$ cat src/rtl/hamming_ecc_unit_pkg.sv
// Shared widths, check-bit positions and index mapping for the SECDED(39,32) codec.
package hamming_ecc_unit_pkg;

    localparam int DATA_W = 32;
    localparam int CODE_W = 39;
    localparam int SYN_W  = 6;

    localparam int CHK_POS0 = 1;
    localparam int CHK_POS1 = 2;
    localparam int CHK_POS2 = 4;
    localparam int CHK_POS3 = 8;
    localparam int CHK_POS4 = 16;
    localparam int CHK_POS5 = 32;

    // Data bits skip every power-of-two position, so the offset grows by one per check bit passed.
    function automatic logic [5:0] data_pos(input int i);
        if (i < 1)       data_pos = 6'd3;
        else if (i < 4)  data_pos = 6'(i + 4);
        else if (i < 11) data_pos = 6'(i + 5);
        else if (i < 26) data_pos = 6'(i + 6);
        else             data_pos = 6'(i + 7);
    endfunction

    function automatic logic is_chk_pos(input int p);
        is_chk_pos = (p == CHK_POS0) || (p == CHK_POS1) || (p == CHK_POS2) ||
                     (p == CHK_POS3) || (p == CHK_POS4) || (p == CHK_POS5);
    endfunction

endpackage

$ cat src/rtl/hamming_secded_core.sv
// Combinational SECDED(39,32) encode, syndrome generation and single-bit correction.
module hamming_secded_core
    import hamming_ecc_unit_pkg::*;
(
    input  logic [DATA_W-1:0] data_in,
    input  logic [CODE_W-1:0] code_in,
    output logic [CODE_W-1:0] code_out,
    output logic [DATA_W-1:0] data_out,
    output logic [SYN_W-1:0]  syn,
    output logic              par,
    output logic              s_err,
    output logic              d_err
);

    logic [CODE_W-1:0] w_dpos;
    logic [SYN_W-1:0]  w_chk;
    logic [CODE_W-1:0] w_enc;
    logic [CODE_W-1:0] w_fix;
    logic              w_fix_en;

    always_comb begin
        w_dpos = '0;
        for (int i = 0; i < DATA_W; i++) begin
            w_dpos[data_pos(i)] = data_in[i];
        end
    end

    always_comb begin
        w_chk = '0;
        for (int k = 0; k < SYN_W; k++) begin
            for (int p = 1; p < CODE_W; p++) begin
                if (!is_chk_pos(p) && p[k]) begin
                    w_chk[k] = w_chk[k] ^ w_dpos[p];
                end
            end
        end
    end

    always_comb begin
        w_enc = w_dpos;
        w_enc[CHK_POS0] = w_chk[0];
        w_enc[CHK_POS1] = w_chk[1];
        w_enc[CHK_POS2] = w_chk[2];
        w_enc[CHK_POS3] = w_chk[3];
        w_enc[CHK_POS4] = w_chk[4];
        w_enc[CHK_POS5] = w_chk[5];
        w_enc[0] = ^w_enc[CODE_W-1:1];
    end

    assign code_out = w_enc;

    always_comb begin
        syn = '0;
        for (int p = 1; p < CODE_W; p++) begin
            if (code_in[p]) begin
                syn = syn ^ 6'(p);
            end
        end
    end

    assign par = ^code_in;

    // Odd overall parity with a syndrome naming no real position cannot be a single flip.
    assign w_fix_en = par && (syn != '0) && (syn <= 6'(CODE_W - 1));
    assign s_err    = par && (syn <= 6'(CODE_W - 1));
    assign d_err    = (par && (syn > 6'(CODE_W - 1))) || (!par && (syn != '0));

    always_comb begin
        w_fix = code_in;
        for (int p = 1; p < CODE_W; p++) begin
            if (w_fix_en && (syn == 6'(p))) begin
                w_fix[p] = ~code_in[p];
            end
        end
    end

    always_comb begin
        data_out = '0;
        for (int i = 0; i < DATA_W; i++) begin
            data_out[i] = w_fix[data_pos(i)];
        end
    end

endmodule

$ cat src/rtl/hamming_ecc_unit.sv
// SECDED(39,32) memory codec with saturating error counters and last-syndrome capture.
module hamming_ecc_unit
    import hamming_ecc_unit_pkg::*;
(
    input  logic              clk,
    input  logic              rst,
    input  logic [DATA_W-1:0] data_in,
    input  logic [CODE_W-1:0] code_in,
    input  logic              check_en,
    input  logic              clr_cnt,
    output logic [CODE_W-1:0] code_out,
    output logic [DATA_W-1:0] data_out,
    output logic              s_err,
    output logic              d_err,
    output logic [15:0]       s_err_cnt,
    output logic [15:0]       d_err_cnt,
    output logic [6:0]        last_syn
);

    logic [SYN_W-1:0] w_syn;
    logic             w_par;
    logic [15:0]      r_s_cnt;
    logic [15:0]      r_d_cnt;
    logic [6:0]       r_last_syn;

    function automatic logic [15:0] sat_inc(input logic [15:0] v);
        sat_inc = (v == 16'hFFFF) ? v : v + 16'd1;
    endfunction

    hamming_secded_core u_core (
        .data_in  (data_in),
        .code_in  (code_in),
        .code_out (code_out),
        .data_out (data_out),
        .syn      (w_syn),
        .par      (w_par),
        .s_err    (s_err),
        .d_err    (d_err)
    );

    always_ff @(posedge clk or negedge rst) begin
        if (!rst) begin
            r_s_cnt    <= '0;
            r_d_cnt    <= '0;
            r_last_syn <= '0;
        end else if (clr_cnt) begin
            r_s_cnt    <= '0;
            r_d_cnt    <= '0;
            r_last_syn <= '0;
        end else if (check_en) begin
            if (s_err) r_s_cnt <= sat_inc(r_s_cnt);
            if (d_err) r_d_cnt <= sat_inc(r_d_cnt);
            if (s_err || d_err) r_last_syn <= {w_par, w_syn};
        end
    end

    assign s_err_cnt = r_s_cnt;
    assign d_err_cnt = r_d_cnt;
    assign last_syn  = r_last_syn;

endmodule

$ cat config.mk
export PLATFORM = sky130hd
export DESIGN_NAME = hamming_ecc_unit
export DESIGN_NICKNAME = d
export VERILOG_FILES = /design/src/rtl/hamming_ecc_unit_pkg.sv /design/src/rtl/hamming_secded_core.sv /design/src/rtl/hamming_ecc_unit.sv
export SDC_FILE = /design/constraint.sdc
export NUM_CORES = 1
export LEC_CHECK = 0
export ABC_CLOCK_PERIOD_IN_PS = 2900
export CORE_MARGIN = 8
export CORE_UTILIZATION = 66
export DETAILED_ROUTE_END_ITERATION = 12
export DONT_BUFFER_PORTS = 1
export GPL_TIMING_DRIVEN = 0
export PLACE_DENSITY = 0.85
export SLEW_MARGIN = 20
export SYNTH_ARGS = -nofsm -noshare
export SYNTH_HDL_FRONTEND = slang
export SYNTH_SLANG_ARGS = --single-unit
$ cat constraint.sdc
create_clock -name clk -period 2.9 [get_ports clk]
set_input_delay 0.29 -clock clk [delete_from_list [all_inputs] [get_ports clk]]
set_output_delay 0.29 -clock clk [all_outputs]
set_load 0.02 [all_outputs]
==> out/qor.txt, run 1 <==
==================================================================================================
Worst Setup Slack post-DPL ..........................................................   -0.3066 ns
Layout Cells excl Fill ..............................................................          599
Transition time at the pin with the least slew margin ...............................    0.5806 ns
PD cells ............................................................................ 805.1 nW/um^2
Worst setup slack for register-to-register paths ....................................      0.18 ns
Global-route layer with the greatest usage ..........................................         met2
Core region area ....................................................................    6386 um^2
Initial detailed-routing violation count ............................................          175
Result of the run ................................................................... finished with violations
Met2 GRT Util .......................................................................       44.84%
Horizontal die dimension ............................................................     97.27 um
Vias in the first global route ......................................................         3776
Top flip-flop cell by instance count after synthesis ................................      dfrtp_1
Proportion of netlist area held by the largest area contributor .....................       24.51%
Max Root-Sink Buffers ...............................................................            2
Post-synth ARST share ...............................................................       100.0%
Number of warning messages in the yosys log .........................................            0
Estimated wirelength of the detail-placed design ....................................      9893 um
Logic depth of the worst path, buffers included .....................................            8
Iteration count of the initial detailed-routing pass ................................            5
Required time worst endpoint ........................................................      2.61 ns
Gate count after technology mapping .................................................          506
Leakage power .......................................................................     1.987 nW
Routing usage on met1 ...............................................................       28.75%
Setup clock skew after layout .......................................................   0.01165 ns
Worst path slowest cell .............................................................      xnor2_1
Die footprint .......................................................................    9461 um^2
Buf+Inv Stages, Crit Path ...........................................................            0
TritonCTS clock tree ................................................................         done
Critical path startpoint category ...................................................    input pin
Clk_lat worst skew ..................................................................      0.30 ns
Final layout net count ..............................................................          598
Shortest period the worst path allows ...............................................     2.955 ns
EDFF count, synth ...................................................................            0
Netlist Area Pre-Place ..............................................................    4359 um^2
Maximum net fanout on the critical path .............................................            5
Met3 track demand over resource in global routing ...................................       9.033%
Number of synthesized register bits .................................................           39
Worst path cell trace ............................................................... xnor2_1 -> xnor2_2 -> xnor2_2 -> xor2_1 -> or3_1 -> nor2_1 -> nand2_1 -> xnor2_1
Share of the cycle needed by the critical path after routing ........................       101.9%
Depth of the worst hold-timing path .................................................            3
Hold Crit Class .....................................................................       in2reg
I/O pin total .......................................................................          187
Wire per inst .......................................................................     21.80 um
CTS Buf Count .......................................................................            5
Critical path capture point type .................................................... primary output
Die boundary height .................................................................     97.27 um
Maximum number of pins on one net before global-route repair ........................           40
Crit Path Category ..................................................................       in2out
Post-synth top area cell ............................................................      xnor2_1
Post-route setup slack ..............................................................  -0.05478 ns
Effective utilization at floorplan ..................................................       68.26%
Total overflow reported by the global router ........................................            0
Global-route wire length before repair ..............................................     20310 um
Vias post-DR ........................................................................         3796
Number of setup violations in the final report ......................................            2
Post-synthesis cell type count ......................................................           43
Number of fill cells in the layout ..................................................          426
Number of nets with antenna violations after routing ................................            0
Via-to-Cell Ratio ...................................................................        6.337
Number of cells on the worst reg-to-reg path ........................................            8
Synth-to-Final Area Change ..........................................................       13.35%
Final number of hold-violating endpoints ............................................            0
# Max-Cap Violations ................................................................            0
Number of clock sinks ...............................................................           39
Crit path largest cell delay ........................................................      0.48 ns
Worst-case hold slack ...............................................................    0.4014 ns
DRC viols ...........................................................................            0
Slew Limit Headroom .................................................................       61.02%
Average footprint of a synthesized cell .............................................   8.615 um^2
Post-route cell area ................................................................    4941 um^2
Data arrival at the endpoint of the critical path ...................................      2.66 ns
Total placed cells including tap cells ..............................................          583
GR Util All Layers ..................................................................       25.38%
Total Negative Setup Slacks .........................................................   -0.1089 ns
Clock root buffer master ............................................................     clkbuf_8
Detailed-route wire length ..........................................................     13060 um
H-tree levels .......................................................................            2
Failing checks ...................................................................... negative setup slack
Count of buffers from port buffering ................................................            0
Antenna Diode Count .................................................................            0
Peak VDD IR .........................................................................  0.0007530 V
Leading post-synthesis cells by cell area ........................................... xnor2_1 25%, dfrtp_1 22%, xor2_1 6.8%
Cell family contributing the most delay on the critical path ........................ XOR/XNOR gates
Area after detailed placement .......................................................    4456 um^2
Clock transition time at the flip-flop clock pins of the worst setup and hold paths .      0.09 ns
Number of antenna violations at the first check in global routing ...................            0
Number of max-slew violations in the final report ...................................            0
Placer Congestion ...................................................................       0.8813
Portion of the post-synthesis area used by sequential elements ......................       22.39%
Layout cells sized above 1 ..........................................................       22.99%
Synthesized Nets ....................................................................          583
Achievable frequency ................................................................    338.4 MHz
Placement row count .................................................................           29
==================================================================================================
-- through the flow --
stage	utilization, %	power [W]
floorplan	-	0.002666
global placement	69.77	0.003070
detailed placement	69.77	0.003115
CTS	72.75	0.003628
global route	77.37	0.004200
finish	77.37	0.003978
-- cell type report --
class                      count  area, um^2  area share, %
multi-input combinational    409        3267          66.12
sequential                    39       975.9          19.75
buffer                        53       374.1          7.572
timing repair buffer           9       100.1          2.026
tap                           77       96.34          1.950
clock buffer                   5       68.82          1.393
clock inverter                 3       43.79         0.8863
inverter                       4       15.01         0.3039
-- worst reg2reg max path: cells and delay by family, from the launching register on --
family	cells	cell delay, ns
AND/OR/NAND/NOR	5	1.27
flip-flops	1	0.52
buffers and inverters	2	0.45
multiplexers	1	0.38
-- registers in the layout (all words and copies together) (netlist names) --
name       flops
s_err_cnt     16
d_err_cnt     16
last_syn       7
-- final timing paths --
check                        startpoint            end
setup reg to reg           d_err_cnt[7]  d_err_cnt[11]
hold / removal                 check_en  s_err_cnt[13]
min in group asynchronous           rst  s_err_cnt[12]
setup / recovery            code_in[28]    data_out[9]
max in group asynchronous           rst   s_err_cnt[5]
hold reg to reg             last_syn[1]    last_syn[1]
-- synthesized netlist by cell type (2+ instances only) --
cell,number
or3_1,4
nand2b_1,5
xnor3_1,4
and2_1,2
buf_4,34
nand4_1,11
buf_6,4
clkbuf_1,11
nor3_1,9
and2b_1,2
xor2_1,34
nand3_1,9
or4_1,11
and3_1,8
mux2i_1,3
or2_2,4
xnor2_1,122
dfrtp_1,39
and4_1,2
nand2_1,45
buf_2,5
mux2_2,15
nor2_1,36
nor2b_1,15
xnor2_2,3
ha_1,2
nor4_1,14
nor4b_1,2
o31ai_1,13
inv_1,4
a21oi_1,19
o21ai_0,4
-- cells in the final DEF, fill, tap and decap left out, types with 5 or more instances in the layout --
master / instances
mux2_2: 15
nor2_1: 35
buf_4: 40
xnor2_1: 99
nand2_1: 45
xnor2_2: 25
o31ai_1: 13
nor4_1: 14
clkbuf_1: 9
clkbuf_8: 5
dfrtp_1: 39
nand4_1: 11
and3_1: 8
nor2b_1: 15
or4_1: 11
xor2_1: 28
xor2_2: 7
a21oi_1: 19
nand2b_1: 5
nor3_1: 7
nand3_1: 8
-- cells by family (layout without fill, tap and decap cells) --
logic type	after synthesis	in the layout	share of synthesized area (%)
xor gates and xnor gates	165	165	35.45
DFF	39	39	22.39
buffers and inverters	58	74	8.754
and+or+nand+nor	181	181	21.53
muxes	19	19	4.822
AOI/OAI and AO/OA	42	42	6.487
adders and majority gates	2	2	0.5740
-- repair_timing --
| action | 4_1_cts | 5_1_grt |
|---|---|---|
| pin swaps | 0 | 10 |
| endpoints found under the hold margin | 39 | 0 |
| gates cloned | 0 | 1 |
| hold buffers | 2 | 0 |
| endpoints found under the setup margin | 7 | 40 |
| resized for setup | 7 | 35 |
| buffers inserted | 0 | 6 |
-- metal layers --
| layer | share of wire, % | vias to the layer above | wire length, um |
|---|---|---|---|
| met2 | 51 | 237 | 6706 |
| li1 | - | 1711 | - |
| met3 | 11 | 34 | 1482 |
| met5 | 0 | - | 0 |
| met4 | 2.1 | 0 | 278 |
| met1 | 35 | 1814 | 4591 |
-- where the power goes --
part	leakage, nW	internal, W	switching (W)
Clock	0.0581	0.000256	0.000211
Combinational	1.39	0.00109	0.00170
Sequential	0.539	0.000590	0.000131
Total	1.99	0.00193	0.00204
(Power assumes the default switching activity.)
==> run 2: changes to the inputs <==
--- a/config.mk
+++ b/config.mk
@@ -6,11 +6,13 @@
 export NUM_CORES = 1
 export LEC_CHECK = 0
 export ABC_CLOCK_PERIOD_IN_PS = 2900
-export CORE_MARGIN = 8
+export CORE_MARGIN = 1.5
 export CORE_UTILIZATION = 66
+export CTS_CLUSTER_SIZE = 24
 export DETAILED_ROUTE_END_ITERATION = 12
 export DONT_BUFFER_PORTS = 1
 export GPL_TIMING_DRIVEN = 0
+export MAX_ROUTING_LAYER = met4
 export PLACE_DENSITY = 0.85
 export SLEW_MARGIN = 20
 export SYNTH_ARGS = -nofsm -noshare
==> run 2 against run 1 <==
The flow now finishes without violations. Via count rose by 0.18%. Clock skew fell by 0.0071 ns. Utilization fell by 1.2 points. Setup slack improved by 0.11 ns. Critical path depth rose by 1. Hold slack got worse by 0.037 ns. Total power fell by 6.2%. Largest cell class unchanged. Largest power group unchanged.
==> out/qor.txt, run 2 (same netlist as run 1, synthesis figures left out) <==
==================================================================================================
Result of the run ................................................................... complete, no violations
Die boundary height .................................................................     84.27 um
Maximum number of pins on one net before global-route repair ........................           40
Critical path capture point type .................................................... primary output
# Max-Cap Violations ................................................................            0
Final number of hold-violating endpoints ............................................            0
First element of the critical path ..................................................  code_in[37]
Count of buffers from port buffering ................................................            0
I/O pin total .......................................................................          187
Total overflow reported by the global router ........................................            0
Iteration count of the initial detailed-routing pass ................................            5
Clock transition time at the flip-flop clock pins of the worst setup and hold paths .      0.07 ns
Required time worst endpoint ........................................................      2.61 ns
Final standard cell utilization of the core .........................................       76.20%
Peak VDD IR .........................................................................  0.0007291 V
DRC viols ...........................................................................            0
Achievable frequency ................................................................    352.0 MHz
Worst setup slack for register-to-register paths ....................................      0.17 ns
Synth-to-Final Area Change ..........................................................       10.99%
Reg2Reg Capture Point ............................................................... d_err_cnt[3]
Clock root buffer master ............................................................     clkbuf_8
Number of antenna violations at the first check in global routing ...................            0
Critical Path End ...................................................................  data_out[7]
Slew Limit Headroom .................................................................       60.53%
Number of nets with antenna violations after routing ................................            0
Die footprint .......................................................................    7101 um^2
Detailed-route wire length ..........................................................     11570 um
Most frequent standard cell in the layout excluding fill and tap cells ..............      xnor2_1
CTS Buf Count .......................................................................            5
Number of fill cells in the layout ..................................................          447
Worst path slowest cell .............................................................       xor3_2
Max Root-Sink Buffers ...............................................................            2
Initial detailed-routing violation count ............................................          220
Crit Path Category ..................................................................       in2out
TritonCTS clock tree ................................................................         done
Leakage power .......................................................................     1.926 nW
Wire per inst .......................................................................     19.38 um
Number of clock sinks ...............................................................           39
PD cells ............................................................................ 771.6 nW/um^2
Transition time at the pin with the least slew margin ...............................    0.5876 ns
Antenna Diode Count .................................................................            0
Vias in the first global route ......................................................         3613
Setup clock skew after layout .......................................................  0.004506 ns
Startpoint of the lowest-slack register-to-register path ............................ d_err_cnt[7]
Worst path cell trace ............................................................... xor2_2 -> xnor2_2 -> xor3_2 -> xor2_2 -> o2111ai_4 -> o2111ai_4 -> buf_8 -> nand2_1 -> xnor2_2
Data arrival at the endpoint of the critical path ...................................      2.55 ns
Number of max-slew violations in the final report ...................................            0
Estimated wirelength of the detail-placed design ....................................      8703 um
Effective utilization at floorplan ..................................................       68.65%
Vias post-DR ........................................................................         3803
Number of cells on the worst reg-to-reg path ........................................            8
Global-route wire length before repair ..............................................     17770 um
Core region area ....................................................................    6350 um^2
Hold Crit Class .....................................................................       in2reg
Total Negative Setup Slacks .........................................................         0 ns
Critical path startpoint category ...................................................    input pin
Clk_lat worst skew ..................................................................      0.30 ns
Number of setup violations in the final report ......................................            0
Crit path largest cell delay ........................................................      0.55 ns
Placement row count .................................................................           29
Horizontal die dimension ............................................................     84.27 um
Maximum net fanout on the critical path .............................................           10
H-tree levels .......................................................................            2
Most frequent cells in the layout ................................................... 103 x xnor2_1, 45 x nand2_1, 39 x buf_4, 39 x dfrtp_1, 35 x nor2_1
Layout cells sized above 1 ..........................................................       21.92%
GR Util All Layers ..................................................................       31.75%
Placer Congestion ...................................................................       0.8376
Shortest period the worst path allows ...............................................     2.841 ns
Via-to-Cell Ratio ...................................................................        6.370
Share of the cycle needed by the critical path after routing ........................       97.97%
Final layout net count ..............................................................          596
==================================================================================================
==> run 2: how the worst min path moves through the flow <==
stage / startpoint / endpoint / slack (ns) / cells after the start
finish: check_en / d_err_cnt[14] / 0.36 / 4
global route: check_en / d_err_cnt[14] / 0.42 / 4
CTS: check_en / d_err_cnt[14] / 0.36 / 4
detailed placement: rst / d_err_cnt[9] / -0.005 / 0
global placement: rst / d_err_cnt[10] / -0.005 / 0
floorplan: rst / d_err_cnt[0] / -0.006 / 0
==> run 2: metal layers <==
layer  vias up  part of all wire (%)  GRT usage, %
met3        29                   7.3         5.408
met4         0                   2.3         9.538
met2       196                    52         53.96
li1       1707                     -             -
met1      1871                    39         38.76
met5         -                     0             -
==> run 2: worst max-delay path: cells and delay by family <==
kind / cells / cell delay (ns)
xor+xnor: 5 / 1.55
simple gates: 1 / 0.11
buf+inv: 1 / 0.20
compound gates: 2 / 0.39
==> run 2: stage by stage <==
step                instances  power (W)  setup WS [ns]  area [um^2]  hold slack (ns)
floorplan                 506   0.002666         0.1001         4359        -0.005591
global placement          583   0.003039        -0.1995         4456        -0.004947
finish                    597   0.003733        0.05880         4838           0.3642
CTS                       593   0.003506       -0.01970         4611           0.3600
detailed placement        583   0.003093        -0.2395         4456        -0.005022
global route              597   0.003900       -0.01908         4838           0.4156
==> run 2: layout make-up <==
cell class	count	area [um^2]	share of cell area (%)
buffer	53	374.1	7.732
timing repair buffer	7	67.56	1.396
clock inverter	2	12.51	0.2586
tap	77	96.34	1.991
inverter	4	15.01	0.3103
clock buffer	6	72.57	1.500
multi-input combinational	409	3224	66.64
sequential	39	975.9	20.17
==> run 2: where the power goes <==
part	switching, W	internal, W
Combinational	0.00166	0.000978
Sequential	0.000129	0.000590
Clock	0.000206	0.000168
Total	0.00200	0.00174
==> run 2: repair_timing <==
action	in CTS	in global routing
pin swaps	0	5
gates resized for setup	6	31
buffers inserted	0	5
hold buffers	2	0
hold endpoints to repair	39	0
setup endpoints to repair	10	31
==> run 3: changes to the inputs <==
--- a/config.mk
+++ b/config.mk
@@ -7,13 +7,14 @@
 export LEC_CHECK = 0
 export ABC_CLOCK_PERIOD_IN_PS = 2900
 export CORE_MARGIN = 1.5
-export CORE_UTILIZATION = 66
+export CORE_UTILIZATION = 25
 export CTS_CLUSTER_SIZE = 24
 export DETAILED_ROUTE_END_ITERATION = 12
 export DONT_BUFFER_PORTS = 1
 export GPL_TIMING_DRIVEN = 0
 export MAX_ROUTING_LAYER = met4
-export PLACE_DENSITY = 0.85
+export PLACE_DENSITY = 0.41
+export REMOVE_ABC_BUFFERS = 1
 export SLEW_MARGIN = 20
 export SYNTH_ARGS = -nofsm -noshare
 export SYNTH_HDL_FRONTEND = slang
==> run 3 against run 2 <==
Clock power rose by 73%. Maximum frequency rose by 0.85%. Total power rose by 6.7%. Critical endpoint unchanged. Largest power group unchanged.
==> out/qor.txt, run 3 (same netlist as run 1, synthesis figures left out) <==
==================================================================================================
# Max-Cap Violations ................................................................            0
Worst Setup Slack post-DPL ..........................................................   -0.4750 ns
Setup repair after global routing missed its margin .................................         true
Worst path slowest cell .............................................................    o2111ai_4
Detailed-route wire length ..........................................................     13140 um
Wire per inst .......................................................................     18.99 um
Share of the cycle needed by the critical path after routing ........................       97.15%
Most frequent cells in the layout ................................................... 85 x xnor2_1, 44 x nand2_1, 39 x dfrtp_1
Global-route wire length before repair ..............................................     19640 um
Number of fill cells in the layout ..................................................         1826
Vias post-DR ........................................................................         3424
I/O pin total .......................................................................          187
Leakage power .......................................................................     1.889 nW
Critical path startpoint category ...................................................    input pin
DRC viols ...........................................................................            0
Synth-to-Final Area Change ..........................................................       14.41%
Final number of hold-violating endpoints ............................................            0
Effective utilization at floorplan ..................................................       25.38%
Cell with the most instances on the worst path ......................................      xnor2_4
Number of antenna violations at the first check in global routing ...................            0
Depth of the worst hold-timing path .................................................            1
Worst path cell trace ............................................................... xnor2_1 -> xnor2_2 -> xnor2_4 -> xor2_4 -> o211ai_1 -> o2111ai_4 -> nand2_2 -> xnor2_4
Antenna Diode Count .................................................................            0
Required time worst endpoint ........................................................      2.61 ns
Worst setup slack for register-to-register paths ....................................      0.31 ns
Peak VDD IR .........................................................................  0.0004670 V
Iteration count of the initial detailed-routing pass ................................            5
Achievable frequency ................................................................    354.9 MHz
Number of clock sinks ...............................................................           39
Met2 GRT Util .......................................................................       25.93%
Estimated wirelength of the detail-placed design ....................................      9293 um
Initial detailed-routing violation count ............................................           99
Routing usage on met1 ...............................................................       15.70%
CTS Buf Count .......................................................................            5
Maximum net fanout on the critical path .............................................            6
Most frequent standard cell in the layout excluding fill and tap cells ..............      xnor2_1
Total overflow reported by the global router ........................................            0
Met3 track demand over resource in global routing ...................................       4.167%
Cell family contributing the most delay on the critical path ........................ XOR/XNOR gates
Global-route layer with the greatest usage ..........................................         met2
H-tree levels .......................................................................            2
Startpoint of the lowest-slack register-to-register path ............................ d_err_cnt[7]
Logic depth of the worst path, buffers included .....................................            8
Post-route setup slack ..............................................................   0.08268 ns
PD cells ............................................................................ 798.9 nW/um^2
Placer Congestion ...................................................................       0.7968
Via-to-Cell Ratio ...................................................................        4.948
Final layout net count ..............................................................          543
Critical path capture point type .................................................... primary output
Max Root-Sink Buffers ...............................................................            2
Core region area ....................................................................   17180 um^2
Count of buffers from port buffering ................................................            0
Clock transition time at the flip-flop clock pins of the worst setup and hold paths .      0.06 ns
Setup clock skew after layout .......................................................  0.009272 ns
Vias in the first global route ......................................................         3475
Number of max-slew violations in the final report ...................................            0
Maximum number of pins on one net before global-route repair ........................           57
Crit Path Category ..................................................................       in2out
Number of nets with antenna violations after routing ................................            0
Layout cells sized above 1 ..........................................................       20.34%
Slew Limit Headroom .................................................................       58.06%
Result of the run ................................................................... complete, no violations
Reg2Reg Capture Point ............................................................... d_err_cnt[14]
Placement row count .................................................................           48
Number of cells on the worst reg-to-reg path ........................................            7
Shortest period the worst path allows ...............................................     2.817 ns
TritonCTS clock tree ................................................................         done
Die boundary height .................................................................     135.1 um
Buf+Inv Stages, Crit Path ...........................................................            0
Horizontal die dimension ............................................................     135.1 um
Transition time at the pin with the least slew margin ...............................    0.6292 ns
Data arrival at the endpoint of the critical path ...................................      2.53 ns
Hold Crit Class .....................................................................       in2reg
GR Util All Layers ..................................................................       14.24%
Final standard cell utilization of the core .........................................       29.04%
Number of setup violations in the final report ......................................            0
Destination of the worst hold path .................................................. s_err_cnt[11]
Clock root buffer master ............................................................    clkbuf_16
Clk_lat worst skew ..................................................................      0.28 ns
Die footprint .......................................................................   18240 um^2
Startpoint of the most critical hold path ...........................................      clr_cnt
Crit path largest cell delay ........................................................      0.51 ns
==================================================================================================
==> run 3: layout make-up <==
type	instances	area [um^2]	area share (%)
Clock buffer	5	125.1	2.509
Clock inverter	3	43.79	0.8781
Inverter	4	15.01	0.3011
Multi-Input combinational cell	411	3482	69.82
Sequential cell	39	975.9	19.57
Tap cell	225	281.5	5.645
Timing Repair Buffer	5	63.81	1.279
==> run 3: worst max-delay path by stage <==
stage / from / slack [ns] / end
6_report: code_in[8] / 0.08 / data_out[7]
4_1_cts: code_in[14] / -0.20 / data_out[7]
2_1_floorplan: code_in[14] / -0.59 / d_err_cnt[5]
3_5_place_dp: code_in[22] / -0.48 / data_out[7]
3_3_place_gp: code_in[21] / -1.67 / d_err_cnt[5]
5_1_grt: code_in[8] / -0.07 / data_out[7]
==> run 3: where the power goes <==
part	switching, W	internal (W)	total [W]
Combinational	0.00172	0.000885	0.00261
Clock	0.000243	0.000406	0.000649
Sequential	0.000136	0.000591	0.000727
==> run 3: routing by layer <==
layer | share of wire [%] | up-vias
li1 | - | 1603
met1 | 38 | 1664
met2 | 53 | 143
met3 | 7.9 | 14
met4 | 1.0 | 0
met5 | 0 | -
==> run 3: repair_timing <==
action                                 4_1_cts  5_1_grt
resized for setup                           25       38
hold buffers                                 2        0
setup buffers                                1        1
gates cloned                                 2        0
setup endpoints to repair                   46       54
pin swaps                                    2        8
endpoints found under the hold margin       39        0
==> run 3: worst register-to-register path, stage by stage (launching register included) <==
cell and delay [ns]:
dfrtp_1 0.51, and4_1 0.30, and3_1 0.21, and3_1 0.20, and3_1 0.37, or2_2 0.39, or4_1 0.39, a21oi_1 0.14
==> run 3: per-stage QoR <==
stage          power (W)  instance area (um^2)  instances  TNS [ns]  hold WS [ns]
3_5_place_dp    0.002878                  4299        678    -12.66     -0.004662
5_1_grt         0.004213                  4987        692  -0.08965       0.05831
6_report        0.003984                  4987        692         0       0.07671
2_1_floorplan   0.002390                  3993        452    -10.51     -0.005591
4_1_cts         0.003740                  4711        691   -0.8567       0.05727
3_3_place_gp    0.002849                  4274        677    -38.43     -0.004467
